===== src/rtl/mc_ctrl_pkg.sv =====
// rtl/mc_ctrl_pkg.sv - opcode/funct, select codes, ALU ops, states and instruction classes for mc_ctrl_fsm
package mc_ctrl_pkg;

  // Primary opcodes (Instr[31:26])
  localparam logic [5:0] OP_RTYPE  = 6'b000000;
  localparam logic [5:0] OP_REGIMM = 6'b000001;
  localparam logic [5:0] OP_J      = 6'b000010;
  localparam logic [5:0] OP_JAL    = 6'b000011;
  localparam logic [5:0] OP_BEQ    = 6'b000100;
  localparam logic [5:0] OP_BGTZ   = 6'b000111;
  localparam logic [5:0] OP_ORI    = 6'b001101;
  localparam logic [5:0] OP_LUI    = 6'b001111;
  localparam logic [5:0] OP_LW     = 6'b100011;
  localparam logic [5:0] OP_SW     = 6'b101011;

  // R-type function codes (Instr[5:0])
  localparam logic [5:0] FN_SLL  = 6'b000000;
  localparam logic [5:0] FN_JR   = 6'b001000;
  localparam logic [5:0] FN_ADDU = 6'b100001;
  localparam logic [5:0] FN_SUBU = 6'b100011;

  // ALUControl encodings
  localparam logic [2:0] ALU_ADD = 3'b000;
  localparam logic [2:0] ALU_SUB = 3'b001;
  localparam logic [2:0] ALU_AND = 3'b010;
  localparam logic [2:0] ALU_OR  = 3'b011;
  localparam logic [2:0] ALU_SLL = 3'b100;

  // Datapath mux select codes
  localparam logic [1:0] PCSRC_SEQ  = 2'b00;
  localparam logic [1:0] PCSRC_BR   = 2'b01;
  localparam logic [1:0] PCSRC_JMP  = 2'b10;
  localparam logic [1:0] PCSRC_REG  = 2'b11;
  localparam logic [1:0] REGDST_RT  = 2'b00;
  localparam logic [1:0] REGDST_RD  = 2'b01;
  localparam logic [1:0] REGDST_RA  = 2'b10;
  localparam logic [1:0] WDSEL_ALU  = 2'b00;
  localparam logic [1:0] WDSEL_MDR  = 2'b01;
  localparam logic [1:0] WDSEL_PC   = 2'b10;
  localparam logic [1:0] EXT_ZERO   = 2'b00;
  localparam logic [1:0] EXT_SIGN   = 2'b01;
  localparam logic [1:0] EXT_HIGH   = 2'b10;

  typedef enum logic [2:0] {
    S_FETCH  = 3'd0,
    S_DECODE = 3'd1,
    S_EXEC   = 3'd2,
    S_MEM    = 3'd3,
    S_WB     = 3'd4,
    S_HALT   = 3'd5
  } state_t;

  // Bit positions of the one-hot instruction class vector
  localparam int C_RALU    = 0;
  localparam int C_ORI     = 1;
  localparam int C_LUI     = 2;
  localparam int C_LW      = 3;
  localparam int C_SW      = 4;
  localparam int C_BEQ     = 5;
  localparam int C_BGTZ    = 6;
  localparam int C_BLTZ    = 7;
  localparam int C_J       = 8;
  localparam int C_JAL     = 9;
  localparam int C_JR      = 10;
  localparam int C_UNKNOWN = 11;
  localparam int CLS_W     = 12;

  typedef logic [CLS_W-1:0] iclass_t;

endpackage


===== src/rtl/mc_ctrl_if.sv =====
// rtl/mc_ctrl_if.sv - control bus between mc_ctrl_fsm (master) and the multi-cycle datapath (slave)
interface mc_ctrl_if #(parameter int ALUCTRL_W = 3);
  logic [31:0]          Instr;
  logic                 Zero;
  logic                 GreatZero;
  logic                 LessZero;
  logic                 IRWrite;
  logic                 PCWrite;
  logic [1:0]           PCSrc;
  logic                 RegWrite;
  logic [1:0]           RegDst;
  logic [1:0]           WDSel;
  logic                 ALUSrcA;
  logic                 ALUSrcB;
  logic [1:0]           ExtOp;
  logic [ALUCTRL_W-1:0] ALUControl;
  logic                 MemWrite;
  logic                 Retire;
  logic                 Illegal;
  logic [2:0]           State;

  modport master (
    input  Instr, Zero, GreatZero, LessZero,
    output IRWrite, PCWrite, PCSrc, RegWrite, RegDst, WDSel, ALUSrcA, ALUSrcB,
           ExtOp, ALUControl, MemWrite, Retire, Illegal, State
  );

  modport slave (
    output Instr, Zero, GreatZero, LessZero,
    input  IRWrite, PCWrite, PCSrc, RegWrite, RegDst, WDSel, ALUSrcA, ALUSrcB,
           ExtOp, ALUControl, MemWrite, Retire, Illegal, State
  );
endinterface


===== src/rtl/mc_instr_decode.sv =====
// rtl/mc_instr_decode.sv - instruction fields -> one-hot class plus ALU op for R-type arithmetic
module mc_instr_decode
  import mc_ctrl_pkg::*;
(
  input  logic [5:0] i_op,
  input  logic [4:0] i_rt,
  input  logic [5:0] i_funct,
  output iclass_t    o_class,
  output logic [2:0] o_ralu_op
);

  // Classify opcode/funct; anything not recognised lands in UNKNOWN
  always_comb begin
    o_class   = '0;
    o_ralu_op = ALU_ADD;
    case (i_op)
      OP_RTYPE: begin
        case (i_funct)
          FN_ADDU: o_class[C_RALU] = 1'b1;
          FN_SUBU: begin
            o_class[C_RALU] = 1'b1;
            o_ralu_op       = ALU_SUB;
          end
          FN_SLL: begin
            o_class[C_RALU] = 1'b1;
            o_ralu_op       = ALU_SLL;
          end
          FN_JR:   o_class[C_JR] = 1'b1;
          default: o_class[C_UNKNOWN] = 1'b1;
        endcase
      end
      OP_REGIMM: begin
        if (i_rt == 5'd0) o_class[C_BLTZ] = 1'b1;
        else              o_class[C_UNKNOWN] = 1'b1;
      end
      OP_J:    o_class[C_J]    = 1'b1;
      OP_JAL:  o_class[C_JAL]  = 1'b1;
      OP_BEQ:  o_class[C_BEQ]  = 1'b1;
      OP_BGTZ: o_class[C_BGTZ] = 1'b1;
      OP_ORI:  o_class[C_ORI]  = 1'b1;
      OP_LUI:  o_class[C_LUI]  = 1'b1;
      OP_LW:   o_class[C_LW]   = 1'b1;
      OP_SW:   o_class[C_SW]   = 1'b1;
      default: o_class[C_UNKNOWN] = 1'b1;
    endcase
  end

endmodule


===== src/rtl/mc_ctrl_fsm.sv =====
// rtl/mc_ctrl_fsm.sv - multi-cycle MIPS control FSM; MC_ILLEGAL_TRAP_EN traps unknown instructions into HALT
module mc_ctrl_fsm
  import mc_ctrl_pkg::*;
#(
  parameter int ALUCTRL_W = 3
) (
  input  logic      clk,
  input  logic      reset,
  mc_ctrl_if.master dp
);

  state_t     r_state;
  state_t     w_next;
  iclass_t    w_class;
  logic [2:0] w_ralu_op;
  logic       w_irw, w_pcw, w_rw, w_mw, w_ret, w_sa, w_sb;
  logic [1:0] w_pcsrc, w_regdst, w_wdsel, w_ext;
  logic [2:0] w_alu;
`ifdef MC_ILLEGAL_TRAP_EN
  logic       r_illegal;
  logic       w_trap;
`endif

  mc_instr_decode u_dec (
    .i_op      (dp.Instr[31:26]),
    .i_rt      (dp.Instr[20:16]),
    .i_funct   (dp.Instr[5:0]),
    .o_class   (w_class),
    .o_ralu_op (w_ralu_op)
  );

  // Next state and per-state datapath controls; unlisted controls stay 0
  always_comb begin
    w_next   = r_state;
    w_irw    = 1'b0;
    w_pcw    = 1'b0;
    w_rw     = 1'b0;
    w_mw     = 1'b0;
    w_ret    = 1'b0;
    w_sa     = 1'b0;
    w_sb     = 1'b0;
    w_pcsrc  = PCSRC_SEQ;
    w_regdst = REGDST_RT;
    w_wdsel  = WDSEL_ALU;
    w_ext    = EXT_ZERO;
    w_alu    = ALU_ADD;
`ifdef MC_ILLEGAL_TRAP_EN
    w_trap   = 1'b0;
`endif
    case (r_state)
      S_FETCH: begin
        w_irw  = 1'b1;
        w_pcw  = 1'b1;
        w_next = S_DECODE;
      end
      S_DECODE: begin
        if (w_class[C_J] || w_class[C_JAL]) begin
          w_pcw   = 1'b1;
          w_pcsrc = PCSRC_JMP;
          w_ret   = 1'b1;
          w_next  = S_FETCH;
          if (w_class[C_JAL]) begin
            w_rw     = 1'b1;
            w_regdst = REGDST_RA;
            w_wdsel  = WDSEL_PC;
          end
        end else if (w_class[C_JR]) begin
          w_pcw   = 1'b1;
          w_pcsrc = PCSRC_REG;
          w_ret   = 1'b1;
          w_next  = S_FETCH;
        end else if (w_class[C_UNKNOWN]) begin
`ifdef MC_ILLEGAL_TRAP_EN
          w_trap = 1'b1;
          w_next = S_HALT;
`else
          w_ret  = 1'b1;
          w_next = S_FETCH;
`endif
        end else begin
          w_next = S_EXEC;
        end
      end
      S_EXEC: begin
        if (w_class[C_RALU]) begin
          w_alu  = w_ralu_op;
          w_next = S_WB;
        end else if (w_class[C_ORI] || w_class[C_LUI]) begin
          w_sa   = w_class[C_LUI];
          w_ext  = w_class[C_LUI] ? EXT_HIGH : EXT_ZERO;
          w_sb   = 1'b1;
          w_alu  = ALU_OR;
          w_next = S_WB;
        end else if (w_class[C_LW] || w_class[C_SW]) begin
          w_ext  = EXT_SIGN;
          w_sb   = 1'b1;
          w_next = S_MEM;
        end else begin
          // Branches: PC already holds PC+4, so the branch target is relative to it
          w_pcsrc = PCSRC_BR;
          w_ret   = 1'b1;
          w_next  = S_FETCH;
          if (w_class[C_BEQ]) begin
            w_alu = ALU_SUB;
            w_pcw = dp.Zero;
          end else if (w_class[C_BGTZ]) begin
            w_pcw = dp.GreatZero;
          end else if (w_class[C_BLTZ]) begin
            w_pcw = dp.LessZero;
          end
        end
      end
      S_MEM: begin
        if (w_class[C_SW]) begin
          w_mw   = 1'b1;
          w_ret  = 1'b1;
          w_next = S_FETCH;
        end else begin
          w_next = S_WB;
        end
      end
      S_WB: begin
        w_rw     = 1'b1;
        w_ret    = 1'b1;
        w_regdst = w_class[C_RALU] ? REGDST_RD : REGDST_RT;
        w_wdsel  = w_class[C_LW] ? WDSEL_MDR : WDSEL_ALU;
        w_next   = S_FETCH;
      end
      S_HALT:  w_next = S_HALT;
      default: w_next = S_FETCH;
    endcase
    // A reset cycle must not let any write or retire complete
    if (reset) begin
      w_irw = 1'b0;
      w_pcw = 1'b0;
      w_rw  = 1'b0;
      w_mw  = 1'b0;
      w_ret = 1'b0;
    end
  end

  // State register and sticky illegal flag
  always_ff @(posedge clk) begin
    if (reset) begin
      r_state   <= S_FETCH;
`ifdef MC_ILLEGAL_TRAP_EN
      r_illegal <= 1'b0;
`endif
    end else begin
      r_state   <= w_next;
`ifdef MC_ILLEGAL_TRAP_EN
      if (w_trap) r_illegal <= 1'b1;
`endif
    end
  end

  assign dp.IRWrite    = w_irw;
  assign dp.PCWrite    = w_pcw;
  assign dp.PCSrc      = w_pcsrc;
  assign dp.RegWrite   = w_rw;
  assign dp.RegDst     = w_regdst;
  assign dp.WDSel      = w_wdsel;
  assign dp.ALUSrcA    = w_sa;
  assign dp.ALUSrcB    = w_sb;
  assign dp.ExtOp      = w_ext;
  assign dp.ALUControl = ALUCTRL_W'(w_alu);
  assign dp.MemWrite   = w_mw;
  assign dp.Retire     = w_ret;
  assign dp.State      = r_state;
`ifdef MC_ILLEGAL_TRAP_EN
  assign dp.Illegal    = r_illegal;
`else
  assign dp.Illegal    = 1'b0;
`endif

endmodule


===== src/flat_wrapper.sv =====
// flat-port wrapper written by rule: the top's interface ports become plain ports
module mc_ctrl_fsm_flat import mc_ctrl_pkg::*;
#(
  parameter int ALUCTRL_W = 3
)
  (clk, reset, dp_Instr, dp_Zero, dp_GreatZero, dp_LessZero, dp_IRWrite, dp_PCWrite, dp_PCSrc, dp_RegWrite, dp_RegDst, dp_WDSel, dp_ALUSrcA, dp_ALUSrcB, dp_ExtOp, dp_ALUControl, dp_MemWrite, dp_Retire, dp_Illegal, dp_State);
  mc_ctrl_if #(.ALUCTRL_W(ALUCTRL_W)) dp_i ();
  input  logic clk;
  input  logic reset;
  input wire logic [$bits(dp_i.Instr)-1:0] dp_Instr;
  input wire logic [$bits(dp_i.Zero)-1:0] dp_Zero;
  input wire logic [$bits(dp_i.GreatZero)-1:0] dp_GreatZero;
  input wire logic [$bits(dp_i.LessZero)-1:0] dp_LessZero;
  output wire logic [$bits(dp_i.IRWrite)-1:0] dp_IRWrite;
  output wire logic [$bits(dp_i.PCWrite)-1:0] dp_PCWrite;
  output wire logic [$bits(dp_i.PCSrc)-1:0] dp_PCSrc;
  output wire logic [$bits(dp_i.RegWrite)-1:0] dp_RegWrite;
  output wire logic [$bits(dp_i.RegDst)-1:0] dp_RegDst;
  output wire logic [$bits(dp_i.WDSel)-1:0] dp_WDSel;
  output wire logic [$bits(dp_i.ALUSrcA)-1:0] dp_ALUSrcA;
  output wire logic [$bits(dp_i.ALUSrcB)-1:0] dp_ALUSrcB;
  output wire logic [$bits(dp_i.ExtOp)-1:0] dp_ExtOp;
  output wire logic [$bits(dp_i.ALUControl)-1:0] dp_ALUControl;
  output wire logic [$bits(dp_i.MemWrite)-1:0] dp_MemWrite;
  output wire logic [$bits(dp_i.Retire)-1:0] dp_Retire;
  output wire logic [$bits(dp_i.Illegal)-1:0] dp_Illegal;
  output wire logic [$bits(dp_i.State)-1:0] dp_State;
  assign dp_i.Instr = dp_Instr;
  assign dp_i.Zero = dp_Zero;
  assign dp_i.GreatZero = dp_GreatZero;
  assign dp_i.LessZero = dp_LessZero;
  assign dp_IRWrite = dp_i.IRWrite;
  assign dp_PCWrite = dp_i.PCWrite;
  assign dp_PCSrc = dp_i.PCSrc;
  assign dp_RegWrite = dp_i.RegWrite;
  assign dp_RegDst = dp_i.RegDst;
  assign dp_WDSel = dp_i.WDSel;
  assign dp_ALUSrcA = dp_i.ALUSrcA;
  assign dp_ALUSrcB = dp_i.ALUSrcB;
  assign dp_ExtOp = dp_i.ExtOp;
  assign dp_ALUControl = dp_i.ALUControl;
  assign dp_MemWrite = dp_i.MemWrite;
  assign dp_Retire = dp_i.Retire;
  assign dp_Illegal = dp_i.Illegal;
  assign dp_State = dp_i.State;
  mc_ctrl_fsm #(.ALUCTRL_W(ALUCTRL_W)) u_core (.clk(clk), .reset(reset), .dp(dp_i));
endmodule

===== config.mk =====
export PLATFORM = sky130hd
export DESIGN_NAME = mc_ctrl_fsm_flat
export DESIGN_NICKNAME = d
export VERILOG_FILES = /design/src/rtl/mc_ctrl_pkg.sv /design/src/rtl/mc_ctrl_if.sv /design/src/rtl/mc_instr_decode.sv /design/src/rtl/mc_ctrl_fsm.sv /design/src/flat_wrapper.sv
export SDC_FILE = /design/constraint.sdc
export NUM_CORES = 1
export LEC_CHECK = 0
export ABC_AREA = 1
export CAP_MARGIN = 20
export CORE_ASPECT_RATIO = 1.2
export CORE_UTILIZATION = 32
export DETAILED_ROUTE_END_ITERATION = 16
export HOLD_SLACK_MARGIN = 0.06
export PLACE_DENSITY = 0.84
export SYNTH_ARGS = -nofsm -noshare
export SYNTH_HDL_FRONTEND = slang
export SYNTH_SLANG_ARGS = --single-unit

===== constraint.sdc =====
create_clock -name clk -period 2.8 [get_ports clk]
set_clock_uncertainty 0.1 [all_clocks]
set_input_delay 0.84 -clock clk [delete_from_list [all_inputs] [get_ports clk]]
set_output_delay 0.84 -clock clk [all_outputs]
set_load 0.03 [all_outputs]

==> flow_summary_export.csv, run 1 <==
group,metric,value,unit
status,status,"finished with violations",
status,violations,"setup timing",
logic_synthesis,postSynthAreaPerCell,5.117,um^2
route,first_pass_iters,4,
timing,tns,-0.5318,ns
flow_run,cap_violations,0,
clock_tree,clkSinkCount,3,
worst_setup_path,worstPathArrival,2.03,ns
logic_synthesis,syn-cell-area,629.4,um^2
clock_tree,numCtsBuffers,3,
clock_tree,h-tree-depth,1,
timing,fin_crit,2.966,ns
route,num_vias,1100,
placement,place_congestion,0.8569,
floorplan,ioPinCount,59,
floorplan,die_w,42.49,um
timing,fin_hold_ws,0.5561,ns
grt,grt_pass1_wl,4.022,mm
finish,nets,237,
route,ant_nets,0,
logic_synthesis,synth_area_leader_cell,"nor2_1",
grt,antenna_found_initial,0,
grt,grt_pass1_vias,1068,
grt,gr-usage-all-layers,24.08,%
worst_setup_path,crit_fanout,4,
finish,final_common_cell,"buf_4",
logic_synthesis,synth_nets,160,
timing,finalHoldViolCount,0,
finish,layout_common_cells,"44 x buf_4, 17 x inv_1, 16 x nand2_1",
power_and_ir_drop,p_total,269.9,uW
timing,finalCritPeriodShare,105.9,%
route,drc,0,
power_and_ir_drop,ir_drop,0.0001116,V
floorplan,dieArea,2149,um^2
timing,rsz0062_at_grt,"true",
finish,largest_reg_flops,3,
placement,numPortBuffers,42,
worst_setup_path,end_kind,"primary output",
route,drt_iter0_drc,21,
power_and_ir_drop,powerDensity,181.9,nW/um^2
logic_synthesis,syn_inst,123,
timing,drv_slew,0,
timing,setup_viol,5,
grt,grt_overflow,0,
clock_tree,tritoncts,"built",
logic_synthesis,yosys_warnings,0,
logic_synthesis,synth.area.top_cells,"nor2_1 16%, nand2_1 14%, inv_1 12%",
worst_setup_path,crit_type,"in2out",
floorplan,fp.dieH,50.58,um
placement,place_hpwl,1.848,mm
finish,multi_input_area,645.6,um^2
worst_setup_path,required,1.86,ns
clock_tree,path_clk_slew,0.04,ns
floorplan,num_rows,17,
logic_synthesis,synth_top_area_share,15.51,%
floorplan,core_area,1851,um^2
logic_synthesis,ys_ff_latch,3,
route,drt-vias-per-instance,5.046,
clock_tree,clk_latency,0.23,ns
hold_path,holdCritPathClass,"reg2reg",
finish,syn2layout_area_growth,135.8,%
floorplan,initial_utilization,34.01,%
power_and_ir_drop,power.leakage,0.0007275,uW
clock_tree,clk_path_buf_depth,2,
grt,grt_max_degree,9,
worst_setup_path,cp-start-kind,"input port",
timing,clock.fmax,337.2,MHz
timing,setup_ws,-0.1656,ns
finish,seq_area,60.06,um^2
logic_synthesis,ys_seq_area_share,9.543,%
finish,fillers,139,
logic_synthesis,synth_cell_types,23,
finish,insertedDiodeCount,0,
route,routedWlPerCell,12.36,um
finish,drive_above_1_share,56.78,%
clock_tree,cts-root-buf,"clkbuf_4",
route,routed_wl,2.695,mm
==> per-stage QoR <==
| stage | instances | area [um^2] | utilization [%] | setup slack [ns] |
|---|---|---|---|---|
| 2_1_floorplan | 123 | 646.9 | - | -0.2187 |
| 3_3_place_gp | 202 | 1185 | 64.03 | -0.5303 |
| 3_5_place_dp | 202 | 1185 | 64.03 | -0.5523 |
| 4_1_cts | 217 | 1349 | 72.89 | -0.1182 |
| 5_1_grt | 218 | 1484 | 80.19 | -0.2303 |
| 6_report | 218 | 1484 | 80.19 | -0.1656 |
==> final timing paths <==
| check | start | slack [ns] | endpoint | cells after the start |
|---|---|---|---|---|
| max | dp_Instr[30] | -0.17 | dp_PCWrite | 10 |
| min | u_core.dp.State[2]$_SDFF_PP0_ | 0.56 | u_core.dp.State[2]$_SDFF_PP0_ | 2 |
| max reg2reg | u_core.dp.State[2]$_SDFF_PP0_ | 1.31 | u_core.dp.State[0]$_SDFF_PP0_ | 7 |
| min reg2reg | u_core.dp.State[2]$_SDFF_PP0_ | 0.56 | u_core.dp.State[2]$_SDFF_PP0_ | 2 |
==> worst max-delay path, stage by stage <==
cell	delay (ns)
buf_8	0.10
nor2_4	0.15
buf_6	0.14
nand3_2	0.10
inv_1	0.09
nand3_1	0.06
nand3_1	0.09
nand2_1	0.09
a21oi_2	0.20
buf_6	0.15
==> metal layers <==
layer | GRT usage, % | routed length [um]
met5 | 0 | 0
met4 | 13.54 | 63
met3 | 2.158 | 116
met2 | 48.97 | 1579
met1 | 22.48 | 935
==> logic make-up after synthesis <==
kind of cell / count (synthesis) / synth area share (%)
and+or+nand+nor: 80 / 60.84
buffers and inverters: 26 / 17.30
AOI/OAI and AO/OA: 13 / 11.73
DFF: 3 / 9.543
other: 1 / 0.5958
==> synth_stat cells <==
| master | number |
|---|---|
| a21oi_1 | 6 |
| a21oi_2 | 1 |
| a31oi_1 | 2 |
| buf_1 | 1 |
| buf_4 | 3 |
| conb_1 | 1 |
| dfxtp_1 | 3 |
| inv_1 | 20 |
| inv_2 | 2 |
| nand2_1 | 23 |
| nand2_2 | 2 |
| nand3_1 | 12 |
| nand3_2 | 1 |
| nand3b_1 | 1 |
| nand4_1 | 3 |
| nor2_1 | 26 |
| nor2_2 | 1 |
| nor2_4 | 2 |
| nor3_1 | 7 |
| nor3_2 | 1 |
| nor3_4 | 1 |
| o21ai_0 | 3 |
| o21bai_1 | 1 |
==> what timing repair did <==
| item | 4_1_cts | 5_1_grt |
|---|---|---|
| setup endpoints to repair | 17 | 11 |
| pin swaps | 23 | 16 |
| gates cloned | 0 | 0 |
| hold buffers | 0 | 0 |
| setup buffers | 11 | 2 |
| resized for setup | 79 | 39 |
==> area by class of cell <==
type | count | share of cell area, %
clock buffers | 4 | 1.771
repair buffers | 76 | 43.51
flip-flops and latches | 3 | 4.047
multi-input cells | 94 | 43.51
inverters | 22 | 5.565
well taps | 19 | 1.602
==> where the power goes <==
part,internal (uW),switching (uW)
Clock,53.5,23.2
Sequential,44.6,2.47
Combinational,69.3,76.8
(Power assumes the default switching activity.)
==> run 2: changes to the inputs <==
Settings changed: CORE_ASPECT_RATIO 1.2 to 1.5.
==> run 2 against run 1 <==
Clock power grew 2%. Cell area shrank 10%. Sequential share of layout area grew 0.47 points. Flip-flop and latch count is the same. Maximum frequency grew 0.49%. Hold slack gained 0.018 ns. Non-clock buffer count shrank 9. First-iteration DRC count grew 33%. Die area grew 0.14%. Critical path type unchanged. Register-to-register slack lost 0.02 ns. The flow still finishes with violations (setup timing). Combinational power shrank 12%. Critical endpoint unchanged. Count of clock-buffer cells in the layout is the same.
==> flow_summary_export.csv, run 2 (synthesis results as in run 1) <==
group,metric,value,unit
status,status,"finished with violations",
status,violations,"setup timing",
timing,clock.fmax,338.9,MHz
timing,finalCritPeriodShare,105.4,%
grt,gr-usage-all-layers,27.02,%
grt,antenna_found_initial,0,
timing,fin_hold_ws,0.5740,ns
route,first_pass_iters,4,
worst_setup_path,end_kind,"primary output",
route,routedWlPerCell,12.63,um
timing,setup_viol,6,
worst_setup_path,cp-start-kind,"input port",
floorplan,core_area,1831,um^2
finish,final_cell_area,1329,um^2
flow_run,cap_violations,0,
floorplan,die_w,38.21,um
placement,numPortBuffers,42,
finish,seq_area,60.06,um^2
finish,insertedDiodeCount,0,
worst_setup_path,crit_chain,"buf_6 -> nor2_4 -> nand3_4 -> nor3_4 -> nand2_1 -> nand3_2 -> nand2_1 -> a21oi_2 -> buf_6",
finish,final_common_cell,"buf_4",
route,routed_wl,2.665,mm
grt,grt_overflow,0,
route,ant_nets,0,
floorplan,fp.dieH,56.32,um
timing,rsz0062_at_grt,"true",
worst_setup_path,r2r_start,"u_core.dp.State[2]$_SDFF_PP0_",
timing,finalHoldViolCount,0,
finish,layout_common_cells,"36 x buf_4, 18 x nand2_1, 16 x inv_1, 16 x nor2_1, 10 x buf_6",
floorplan,ioPinCount,59,
timing,drv_slew,0,
placement,place_congestion,0.8267,
clock_tree,tritoncts,"built",
finish,multi_input_area,583.1,um^2
clock_tree,clk_latency,0.24,ns
finish,syn2layout_area_growth,111.1,%
grt,grt_pass1_vias,1074,
clock_tree,h-tree-depth,1,
worst_setup_path,r2r_cells,7,
route,drc,0,
finish,drive_above_1_share,51.58,%
power_and_ir_drop,ir_drop,0.0002280,V
finish,nets,228,
hold_path,holdPathStages,2,
worst_setup_path,required,1.86,ns
finish,layout.cells.non_filler,211,
clock_tree,clk_path_buf_depth,2,
route,drt-vias-per-instance,5.161,
clock_tree,cts-root-buf,"clkbuf_4",
route,num_vias,1089,
route,drt_iter0_drc,28,
power_and_ir_drop,powerDensity,192.0,nW/um^2
placement,place_area,1172,um^2
clock_tree,clkSinkCount,3,
worst_setup_path,crit_type,"in2out",
floorplan,num_rows,19,
floorplan,initial_utilization,34.38,%
grt,grt_pass1_wl,4.264,mm
hold_path,holdCritPathClass,"reg2reg",
clock_tree,cts_hold_buffers,0,
worst_setup_path,regToRegSetupSlack,1.29,ns
worst_setup_path,worstReg2RegEnd,"u_core.dp.State[0]$_SDFF_PP0_",
worst_setup_path,crit_fanout,6,
hold_path,min-delay-start,"u_core.dp.State[2]$_SDFF_PP0_",
clock_tree,path_clk_slew,0.04,ns
worst_setup_path,crit_family,"simple AND/OR/NAND/NOR gates",
worst_setup_path,cpMaxStageDelayCell,"nor3_4",
floorplan,dieArea,2152,um^2
timing,setup_ws,-0.1511,ns
finish,fillers,159,
finish,largest_reg_flops,3,
timing,fin_crit,2.951,ns
worst_setup_path,cp.buffers_inverters,2,
power_and_ir_drop,p_total,255.1,uW
hold_path,hold_end,"u_core.dp.State[2]$_SDFF_PP0_",
power_and_ir_drop,power.leakage,0.0006620,uW
worst_setup_path,worstPathArrival,2.01,ns
placement,dp.cells,202,
worst_setup_path,slowest_delay,0.21,ns
clock_tree,numCtsBuffers,3,
placement,place_hpwl,1.860,mm
grt,grt_max_degree,9,
run 2: cell count changes in the layout (fill, tap and decap cells not counted), moves of 2 or more:
cell     delta
buf_4       -8
nor2_1      +4
nor2_4      -4
buf_2       +3
buf_6       -3
nand3_1     +3
buf_8       -2
nand2_1     +2
nand2_4     -2
nand3_4     -2
nor3_1      -2
run 2: how the worst max path moves through the flow:
stage | from | to | cells after the start
2_1_floorplan | dp_Instr[30] | dp_PCWrite | 7
3_3_place_gp | dp_Instr[30] | dp_PCWrite | 9
3_5_place_dp | dp_Instr[30] | dp_PCWrite | 9
4_1_cts | dp_Instr[31] | dp_Retire | 11
5_1_grt | dp_Instr[30] | dp_Retire | 11
6_report | dp_Instr[30] | dp_PCWrite | 9
run 2: final cells by class:
| class | instances | share of cell area, % |
|---|---|---|
| multi-input combinational | 94 | 43.88 |
| clock buffer | 4 | 1.977 |
| inverter | 22 | 6.215 |
| tap | 21 | 1.977 |
| sequential | 3 | 4.520 |
| timing repair buffer | 67 | 41.43 |
run 2: timing repair:
action	in CTS	in global routing
endpoints found under the setup margin	17	13
buffers inserted	5	0
pin swaps	30	13
gates resized for setup	78	15
run 2: through the flow:
| stage | setup TNS, ns | setup WS (ns) | util [%] |
|---|---|---|---|
| 2_1_floorplan | -0.4353 | -0.2187 | - |
| 3_3_place_gp | -6.281 | -0.6034 | 64.05 |
| 3_5_place_dp | -6.694 | -0.6344 | 64.05 |
| 4_1_cts | -0.3226 | -0.1241 | 70.54 |
| 5_1_grt | -1.197 | -0.2321 | 72.59 |
| 6_report | -0.5488 | -0.1511 | 72.59 |
run 2: power by group:
| part | switching, uW | internal (uW) |
|---|---|---|
| combinational | 70.8 | 58.4 |
| clock | 25.0 | 53.6 |
| sequential | 2.67 | 44.6 |
| total | 98.5 | 157 |
run 2: routing by layer:
layer	track usage (%)	routed length, um	vias up
met5	0	0	-
met4	9.184	85	0
met3	5.138	175	10
met2	52.78	1471	58
met1	25.19	934	495
li1	-	-	526
run 2: worst min-delay path, cell delays in order (launching register included):
cell and delay [ns]:
dfxtp_1 0.39, nand2_1 0.13, a31oi_1 0.09
==> run 3: changes to the inputs <==
--- a/config.mk
+++ b/config.mk
@@ -8,2 +8,3 @@
 export ABC_AREA = 1
+export ABC_CLOCK_PERIOD_IN_PS = 2800
 export CAP_MARGIN = 20
--- a/constraint.sdc
+++ b/constraint.sdc
@@ -4,2 +4,2 @@
 set_output_delay 0.84 -clock clk [all_outputs]
-set_load 0.03 [all_outputs]
+set_load 0.01 [all_outputs]
==> run 3 against run 2 <==
The flow still finishes with violations (setup timing). Clock power decreased by 2%. Total power decreased by 5.2%. Cell area up 2.4%. Global-route usage is 0.25 points lower. Combinational power is 9% lower. Sequential share of layout area is 0.10 points lower. Maximum frequency increased by 0.84%. Critical path type unchanged. Final cell count is 3.3% higher. Die area unchanged. Largest power group unchanged. Worst setup slack better by 0.025 ns.
==> flow_summary_export.csv, run 3 (synthesis results as in run 1) <==
group,metric,value,unit
clock_tree,tritoncts,"built",
route,drc,0,
timing,setup_viol,5,
floorplan,initial_utilization,34.38,%
placement,place_area,1200,um^2
floorplan,ioPinCount,59,
status,violations,"setup timing",
clock_tree,h-tree-depth,1,
placement,place_hpwl,1.766,mm
route,routed_wl,2.681,mm
floorplan,dieArea,2152,um^2
grt,grt_pass1_vias,1108,
clock_tree,clk_latency,0.23,ns
flow_run,cap_violations,0,
clock_tree,cts-root-buf,"clkbuf_4",
finish,syn2layout_area_growth,116.1,%
finish,insertedDiodeCount,0,
timing,finalCritPeriodShare,104.5,%
grt,antenna_found_initial,0,
worst_setup_path,crit_fanout,4,
hold_path,holdCritPathClass,"reg2reg",
finish,nets,235,
floorplan,num_rows,19,
timing,fin_crit,2.927,ns
power_and_ir_drop,powerDensity,177.8,nW/um^2
grt,grt_overflow,0,
clock_tree,cts_hold_buffers,0,
finish,largest_reg_flops,3,
clock_tree,clk_path_buf_depth,2,
finish,fillers,158,
floorplan,die_w,38.21,um
worst_setup_path,crit_type,"in2out",
power_and_ir_drop,p_total,241.8,uW
floorplan,core_area,1831,um^2
finish,seq_area,60.06,um^2
route,first_pass_iters,4,
worst_setup_path,required,1.86,ns
route,ant_nets,0,
status,status,"finished with violations",
grt,grt_max_degree,9,
finish,final_common_cell,"buf_4",
finish,final_cell_area,1360,um^2
clock_tree,path_clk_slew,0.04,ns
timing,clock.fmax,341.7,MHz
timing,setup_ws,-0.1266,ns
timing,rsz0062_at_grt,"true",
floorplan,fp.dieH,56.32,um
grt,gr-usage-all-layers,26.77,%
worst_setup_path,worstPathArrival,1.99,ns
worst_setup_path,end_kind,"primary output",
timing,fin_hold_ws,0.5505,ns
finish,multi_input_area,574.3,um^2
power_and_ir_drop,ir_drop,0.0001941,V
placement,place_congestion,0.8894,
route,drt_iter0_drc,49,
route,drt-vias-per-instance,5.096,
finish,drive_above_1_share,46.19,%
timing,drv_slew,0,
power_and_ir_drop,power.leakage,0.0007010,uW
worst_setup_path,cp-start-kind,"input port",
finish,utilization,74.30,%
grt,grt_pass1_wl,4.388,mm
clock_tree,clkSinkCount,3,
timing,tns,-0.4116,ns
route,num_vias,1111,
route,routedWlPerCell,12.30,um
timing,finalHoldViolCount,0,
finish,layout_common_cells,"28 x buf_4, 19 x inv_1, 19 x nand2_1",
placement,numPortBuffers,42,
clock_tree,numCtsBuffers,3,
## run 3: per-layer routing
layer | share of wire, % | vias up | track usage (%)
met5 | 0 | - | 0
met4 | 0.52 | 0 | 4.082
met3 | 5.8 | 2 | 3.557
met2 | 58 | 56 | 52.54
met1 | 36 | 510 | 28.08
li1 | - | 543 | -
## run 3: path summary, 6_finish.rpt
check	slack (ns)	start	endpoint	cells after the start
hold reg to reg	0.55	u_core.dp.State[2]$_SDFF_PP0_	u_core.dp.State[2]$_SDFF_PP0_	2
setup reg to reg	1.20	u_core.dp.State[2]$_SDFF_PP0_	u_core.dp.State[1]$_SDFF_PP0_	6
hold / removal	0.55	u_core.dp.State[2]$_SDFF_PP0_	u_core.dp.State[2]$_SDFF_PP0_	2
setup / recovery	-0.13	dp_Instr[30]	dp_Retire	12
## run 3: per-stage QoR
step / cells / setup WS (ns)
floorplan: 123 / 0.1160
global placement: 202 / -0.8625
detailed placement: 202 / -0.9402
CTS: 217 / -0.1060
global route: 218 / -0.2049
finish: 218 / -0.1266
## run 3: timing repair
action	CTS	global route
pin swaps	33	14
setup endpoints to repair	18	15
setup buffers	11	2
gates resized for setup	124	19
## run 3: critical path, stage by stage
cell	delay [ns]
buf_8	0.10
nor2_4	0.15
buf_6	0.14
nand3_4	0.08
buf_6	0.13
nor2_4	0.07
nor2_1	0.04
nand2_1	0.09
nand3_1	0.09
nand2_1	0.06
a21oi_1	0.05
buf_2	0.15
## run 3: layout make-up
| type | instances | share of cell area (%) |
|---|---|---|
| flip-flops and latches | 3 | 4.416 |
| multi-input cells | 94 | 42.23 |
| repair buffers | 74 | 43.42 |
| inverters | 22 | 6.072 |
| well taps | 21 | 1.932 |
| clock buffers | 4 | 1.932 |
## run 3: report_power, final
part	internal, uW	switching (uW)	total (uW)
clock network	53.5	23.3	76.7
logic	57.0	61.0	118
registers	44.6	2.48	47.1
